<file path="config.mk">
export PLATFORM = sky130hd
export DESIGN_NAME = spi_host_master
export DESIGN_NICKNAME = d
export VERILOG_FILES = /design/src/rtl/spi_pkg.sv /design/src/rtl/spi_sclk_gen.sv /design/src/rtl/spi_host_master.sv
export SDC_FILE = /design/constraint.sdc
export NUM_CORES = 1
export LEC_CHECK = 0
export ABC_AREA = 1
export CORE_ASPECT_RATIO = 0.75
export CORE_MARGIN = 2
export CORE_UTILIZATION = 35
export CTS_BUF_LIST = sky130_fd_sc_hd__clkbuf_16
export DETAILED_ROUTE_END_ITERATION = 16
export SYNTH_ARGS = -nofsm -noshare
export SYNTH_HDL_FRONTEND = slang
export SYNTH_HIERARCHICAL = 1
export SYNTH_SLANG_ARGS = --single-unit
</file>
<file path="constraint.sdc">
create_clock -name clk -period 2.7 [get_ports clk]
set_input_delay 0.675 -clock clk [delete_from_list [all_inputs] [get_ports clk]]
set_output_delay 0.675 -clock clk [all_outputs]
set_load 0.05 [all_outputs]
</file>
<file path="src/rtl/spi_pkg.sv">
// Shared constants, state encoding and frame helper for the SPI host master.
package spi_pkg;

    localparam int   ADDR_W  = 7;
    localparam int   DATA_W  = 8;
    localparam int   FRAME_W = 16;
    localparam logic RW_READ = 1'b1;

    // Width of the phase/cycle counters; wide enough for any sane timing parameter.
    localparam int   CNT_W   = 16;
    localparam int   BIT_W   = 4;

    typedef enum logic [2:0] {
        IDLE  = 3'd0,
        SETUP = 3'd1,
        SHIFT = 3'd2,
        HOLD  = 3'd3,
        GAP   = 3'd4
    } spi_state_e;

    // Serial frame sent MSB first: address, R/W flag, then data (zeros for reads).
    function automatic logic [FRAME_W-1:0] build_frame(
        input logic              rw,
        input logic [ADDR_W-1:0] addr,
        input logic [DATA_W-1:0] wdata
    );
        logic [DATA_W-1:0] data_s;
        if (rw == RW_READ) begin
            data_s = {DATA_W{1'b0}};
        end else begin
            data_s = wdata;
        end
        build_frame = {addr, rw, data_s};
    endfunction

endpackage

</file>
<file path="src/rtl/spi_sclk_gen.sv">
// SCLK divider: while enabled, produces a mode-0 clock with HALF_PERIOD clk
// cycles per phase, starting with a low phase. Ticks mark the cycle whose
// closing clk edge flips sclk, so the master can act on that same edge.
module spi_sclk_gen
    import spi_pkg::*;
#(
    parameter int HALF_PERIOD = 5
) (
    input  logic clk,
    input  logic reset,
    input  logic enable,
    output logic sclk,
    output logic rise_tick,
    output logic fall_tick
);

    logic [CNT_W-1:0] div_q;
    logic [CNT_W-1:0] div_d;
    logic             sclk_q;
    logic             sclk_d;
    logic             phase_end_s;

    assign phase_end_s = enable && (div_q == CNT_W'(HALF_PERIOD - 1));

    // Divider and sclk registers; sclk leaves a flop so the pin is glitch-free.
    always_ff @(posedge clk or posedge reset) begin
        if (reset) begin
            div_q  <= {CNT_W{1'b0}};
            sclk_q <= 1'b0;
        end else begin
            div_q  <= div_d;
            sclk_q <= sclk_d;
        end
    end

    // Count each half period and toggle at its end; cleared and low while disabled.
    always_comb begin
        div_d  = div_q;
        sclk_d = sclk_q;
        if (!enable) begin
            div_d  = {CNT_W{1'b0}};
            sclk_d = 1'b0;
        end else if (phase_end_s) begin
            div_d  = {CNT_W{1'b0}};
            sclk_d = ~sclk_q;
        end else begin
            div_d  = div_q + CNT_W'(1);
            sclk_d = sclk_q;
        end
    end

    assign sclk      = sclk_q;
    assign rise_tick = phase_end_s && !sclk_q;
    assign fall_tick = phase_end_s && sclk_q;

endmodule

</file>
<file path="src/rtl/spi_host_master.sv">
// SPI mode-0 host master: converts one parallel request into a 16-bit frame
// {addr, rw, data}, captures the read byte from miso and pulses done.
module spi_host_master
    import spi_pkg::*;
#(
    parameter int HALF_PERIOD = 5,
    parameter int SETUP_CYC   = 5,
    parameter int HOLD_CYC    = 5,
    parameter int GAP_CYC     = 10
) (
    input  logic              clk,
    input  logic              reset,
    input  logic              start,
    input  logic              rw,
    input  logic [ADDR_W-1:0] addr,
    input  logic [DATA_W-1:0] wdata,
    output logic              busy,
    output logic              done,
    output logic [DATA_W-1:0] rdata,
    output logic              sclk,
    output logic              cs,
    output logic              mosi,
    input  logic              miso
);

    localparam logic [BIT_W-1:0] BIT_LAST = BIT_W'(FRAME_W - 1);

    spi_state_e         state_q, state_d;
    logic [CNT_W-1:0]   cyc_q, cyc_d;
    logic [BIT_W-1:0]   bit_q, bit_d;
    logic [FRAME_W-1:0] tx_q, tx_d;
    logic [DATA_W-1:0]  rx_q, rx_d;
    logic               rw_q, rw_d;
    logic               cs_q, cs_d;
    logic               mosi_q, mosi_d;
    logic               busy_q, busy_d;
    logic               done_q, done_d;
    logic [DATA_W-1:0]  rdata_q, rdata_d;

    logic               rise_tick_s;
    logic               fall_tick_s;
    logic               shift_en_s;
    logic [FRAME_W-1:0] frame_s;

    assign shift_en_s = (state_q == SHIFT);
    assign frame_s    = build_frame(rw, addr, wdata);

    spi_sclk_gen #(
        .HALF_PERIOD (HALF_PERIOD)
    ) u_sclk_gen (
        .clk       (clk),
        .reset     (reset),
        .enable    (shift_en_s),
        .sclk      (sclk),
        .rise_tick (rise_tick_s),
        .fall_tick (fall_tick_s)
    );

    // State, counters, shift registers and pin/handshake output registers.
    always_ff @(posedge clk or posedge reset) begin
        if (reset) begin
            state_q <= IDLE;
            cyc_q   <= {CNT_W{1'b0}};
            bit_q   <= {BIT_W{1'b0}};
            tx_q    <= {FRAME_W{1'b0}};
            rx_q    <= {DATA_W{1'b0}};
            rw_q    <= 1'b0;
            cs_q    <= 1'b1;
            mosi_q  <= 1'b0;
            busy_q  <= 1'b0;
            done_q  <= 1'b0;
            rdata_q <= {DATA_W{1'b0}};
        end else begin
            state_q <= state_d;
            cyc_q   <= cyc_d;
            bit_q   <= bit_d;
            tx_q    <= tx_d;
            rx_q    <= rx_d;
            rw_q    <= rw_d;
            cs_q    <= cs_d;
            mosi_q  <= mosi_d;
            busy_q  <= busy_d;
            done_q  <= done_d;
            rdata_q <= rdata_d;
        end
    end

    // Next-state: timed SETUP/HOLD/GAP phases and 16-bit SHIFT counted on sclk falls.
    always_comb begin
        state_d = state_q;
        cyc_d   = cyc_q;
        bit_d   = bit_q;
        case (state_q)
            IDLE: begin
                cyc_d = {CNT_W{1'b0}};
                bit_d = {BIT_W{1'b0}};
                if (start) begin
                    state_d = SETUP;
                end else begin
                    state_d = IDLE;
                end
            end
            SETUP: begin
                if (cyc_q == CNT_W'(SETUP_CYC - 1)) begin
                    state_d = SHIFT;
                    cyc_d   = {CNT_W{1'b0}};
                end else begin
                    cyc_d   = cyc_q + CNT_W'(1);
                end
            end
            SHIFT: begin
                cyc_d = {CNT_W{1'b0}};
                if (fall_tick_s) begin
                    if (bit_q == BIT_LAST) begin
                        state_d = HOLD;
                        bit_d   = {BIT_W{1'b0}};
                    end else begin
                        bit_d   = bit_q + BIT_W'(1);
                    end
                end else begin
                    bit_d = bit_q;
                end
            end
            HOLD: begin
                if (cyc_q == CNT_W'(HOLD_CYC - 1)) begin
                    state_d = GAP;
                    cyc_d   = {CNT_W{1'b0}};
                end else begin
                    cyc_d   = cyc_q + CNT_W'(1);
                end
            end
            GAP: begin
                if (cyc_q == CNT_W'(GAP_CYC - 1)) begin
                    state_d = IDLE;
                    cyc_d   = {CNT_W{1'b0}};
                end else begin
                    cyc_d   = cyc_q + CNT_W'(1);
                end
            end
            default: begin
                state_d = IDLE;
                cyc_d   = {CNT_W{1'b0}};
                bit_d   = {BIT_W{1'b0}};
            end
        endcase
    end

    // Datapath and outputs: latch the frame, shift mosi on falls, miso on rises.
    always_comb begin
        tx_d    = tx_q;
        rx_d    = rx_q;
        rw_d    = rw_q;
        mosi_d  = mosi_q;
        rdata_d = rdata_q;
        case (state_q)
            IDLE: begin
                if (start) begin
                    tx_d   = frame_s;
                    rw_d   = rw;
                    rx_d   = {DATA_W{1'b0}};
                    mosi_d = frame_s[FRAME_W-1];
                end else begin
                    mosi_d = 1'b0;
                end
            end
            SETUP: begin
                mosi_d = tx_q[FRAME_W-1];
            end
            SHIFT: begin
                // Data phase is bits 8..15, i.e. bit index MSB set.
                if (rise_tick_s && bit_q[BIT_W-1] && (rw_q == RW_READ)) begin
                    rx_d = {rx_q[DATA_W-2:0], miso};
                end else begin
                    rx_d = rx_q;
                end
                if (fall_tick_s) begin
                    if (bit_q == BIT_LAST) begin
                        mosi_d = 1'b0;
                    end else begin
                        tx_d   = {tx_q[FRAME_W-2:0], 1'b0};
                        mosi_d = tx_q[FRAME_W-2];
                    end
                end else begin
                    mosi_d = mosi_q;
                end
            end
            HOLD: begin
                mosi_d = 1'b0;
            end
            GAP: begin
                mosi_d = 1'b0;
                if ((state_d == IDLE) && (rw_q == RW_READ)) begin
                    rdata_d = rx_q;
                end else begin
                    rdata_d = rdata_q;
                end
            end
            default: begin
                mosi_d = 1'b0;
            end
        endcase
        cs_d   = !((state_d == SETUP) || (state_d == SHIFT) || (state_d == HOLD));
        busy_d = (state_d != IDLE);
        done_d = (state_q == GAP) && (state_d == IDLE);
    end

    assign busy  = busy_q;
    assign done  = done_q;
    assign rdata = rdata_q;
    assign cs    = cs_q;
    assign mosi  = mosi_q;

endmodule
</file>
==> impl_metrics.tcl <==
set metrics [dict create \
    via_per_inst 4.75 \
    ctsHoldBuffers 0 \
    fmax_ghz 0.433 \
    h-tree-depth 3 \
    antenna_found_initial 0 \
    slew_viol_final 0 \
    syn_inst 492 \
    cts_setup_buffers 0 \
    start_util 0.361 \
    setup_violations 0 \
    cts-root-buf "clkbuf_16" \
    status "completed" \
    clock_latency_ns 0.34 \
    rsz0062_at_grt "false" \
    synthSimpleGateAreaFrac 0.329 \
    synth_ff_type "dfrtp_1" \
    cts-resized-gates 0 \
    crit_family "buffers and inverters" \
    crit_required_ns 2.03 \
    cp-end-kind "output port" \
    drt_iter0_drc 213 \
    path_cells "clkdlybuf4s50_1" \
    vdd_drop_max_uv 271 \
    post-route-util 0.435 \
    syn-mean-instance-area_um2 8.07 \
    io_pins 33 \
    placed_area_mm2 0.00446 \
    drive_gt1_frac 0.107 \
    critical-path-max-stage-delay_ns 0.79 \
    synth.net_count 518 \
    coreArea_mm2 0.0110 \
    synth_xor_area_frac 0.0243 \
    fin_tns_setup_ns 0 \
    synth_top_family_by_area "simple AND/OR/NAND/NOR gates" \
    hold_viol_final 0 \
    fp.dieH_um 96.2 \
    cpMaxStageDelayCell "clkdlybuf4s50_1" \
    synth_edf_count 0 \
    dieArea_mm2 0.0122 \
    worst-path-buf-inv 1 \
    cp-start-kind "flip-flop" \
    route.detailed.drc 0 \
    layout_common_cells "nand2_1, nor2_1, dfrtp_1, inv_1, nand3_1" \
    rows 33 \
    p_per_area_mw_per_mm2 522 \
    period_share 0.855 \
    hpwl_mm 6.14 \
    skew_ns 0.00845 \
    grtUsageTotal 0.149 \
    leakage_uw 0.00212 \
    synth-seq-cells 77 \
    numPortBuffers 32 \
    clk_path_buf_depth 2 \
    fin_nets 556 \
    syn2layout_area_growth_pct 20.4 \
    antenna_cells 0 \
    gr-total-overflow 0 \
    period_needed_ns 2.31 \
    setup_ws_ns 0.393 \
    synth_fa_ha_area_frac 0.0189 \
    cts_tree "built" \
    synth_area_mm2 0.00397 \
    critPathKind "reg -> out" \
    dp_slack_ns 0.459 \
    cp.arrival_ns 1.63 \
    synthArstFlopShare 1.00 \
    synth_compound_area_frac 0.0690 \
    ys_top_cells_by_area "dfrtp_1, nand2_1, nor2_1" \
    numCtsBuffers 9 \
    hold_path_class "reg -> reg" \
    first_pass_iters 4 \
    seq_area_frac_synth 0.486 \
    final_area_mm2 0.00478 \
    wl_per_cell_um 12.3 \
    grt_max_degree 30 \
    final_common_cell "nand2_1" \
    clk_pin_slew_ns 0.06 \
    grt_pass1_vias 3052 \
    gp_congestion 0.853 \
    antenna_left 0 \
    tightest_slew_ns 0.662 \
    relSlewSlack 0.558 \
    synth_top_area_frac 0.479 \
    yosysWarnings 6 \
    synth.area.mux_share 0 \
    ys_types 36 \
    critPathMaxFanout 1 \
    drv_cap 0 \
    die_width_um 127 \
    synth_top_area_cell "dfrtp_1" \
    clock-sinks 77 \
    finalWirelength_mm 8.32 \
    grt_pass1_wl_mm 14.3 \
    via_count 3206 \
]
-- synthesized netlist by cell type (2+ instances only) --
cell type,number
nand3_1,35
o31ai_1,2
buf_2,5
o21ai_1,4
nor2_4,8
xnor2_1,4
nand4_1,16
nand3_2,3
nand2_2,8
xor2_1,7
nand2_1,115
nor3b_1,2
o21bai_1,2
dfrtp_1,76
ha_1,6
o21ai_0,23
clkbuf_1,4
inv_1,56
nor2_2,7
nor2_1,77
a31oi_1,9
a21oi_1,5
nor3_1,3
buf_4,2
inv_2,2
-- flip-flops by register name, summed over array words and instances (netlist names) --
| name | count |
|---|---|
| cs | 1 |
| done | 1 |
| busy | 1 |
| state_q | 3 |
| rw_q | 1 |
| mosi | 1 |
| tx_q | 16 |
| rx_q | 8 |
| rdata | 8 |
| bit_q | 4 |
| cyc_q | 16 |
| u_sclk_gen/div_q | 16 |
| u_sclk_gen/sclk | 1 |
-- cell type report --
cell class / count / area [um^2]
fillers: 1079 / 6200
flip-flops and latches: 77 / 1930
multi-input cells: 344 / 1750
repair buffers: 39 / 385
clock buffers: 9 / 225
inverters: 59 / 221
well taps: 140 / 175
clock inverters: 7 / 90.1
-- worst paths after layout --
kind | from | end | slack (ns) | depth (start not counted)
setup / recovery | cs | cs | 0.39 | 1
hold reg to reg | rdata[6] | rdata[6] | 0.48 | 2
max in group asynchronous | reset | tx_q[5] | 1.43 | 3
hold / removal | rdata[6] | rdata[6] | 0.48 | 2
min in group asynchronous | reset | cyc_q[3] | 0.69 | 2
setup reg to reg | u_sclk_gen/div_q[0] | tx_q[13] | 0.51 | 13
-- cell families (layout without fill, tap and decap cells) --
kind of cell | count (synthesis) | count (layout)
compound gates | 48 | 48
xor+xnor | 11 | 11
fa+ha+maj | 6 | 6
buf+inv | 71 | 114
flops | 77 | 77
simple gates | 279 | 279
-- metrics by stage --
step                      instances  hold WS (ns)  total power, uW
after global placement          659         0.463             1230
after detailed placement        659         0.466             1230
after global routing            675         0.509             2580
final                           675         0.480             2490
after floorplan                 492         0.449             1190
after CTS                       675         0.482             2530
-- metal layers --
layer | track usage | wire length (um)
met5 | 0 | 0
met4 | 0.0540 | 113
met1 | 0.203 | 4230
met2 | 0.231 | 3690
met3 | 0.0417 | 281
-- where the power goes --
group          leakage, uW  switching, uW  internal (uW)  total (uW)
registers          0.00102              0           1150        1150
clock network     0.000159            478            806        1280
logic             0.000936           28.4           27.9        56.3
total              0.00212            506           1990        2490
(Power assumes the default switching activity.)
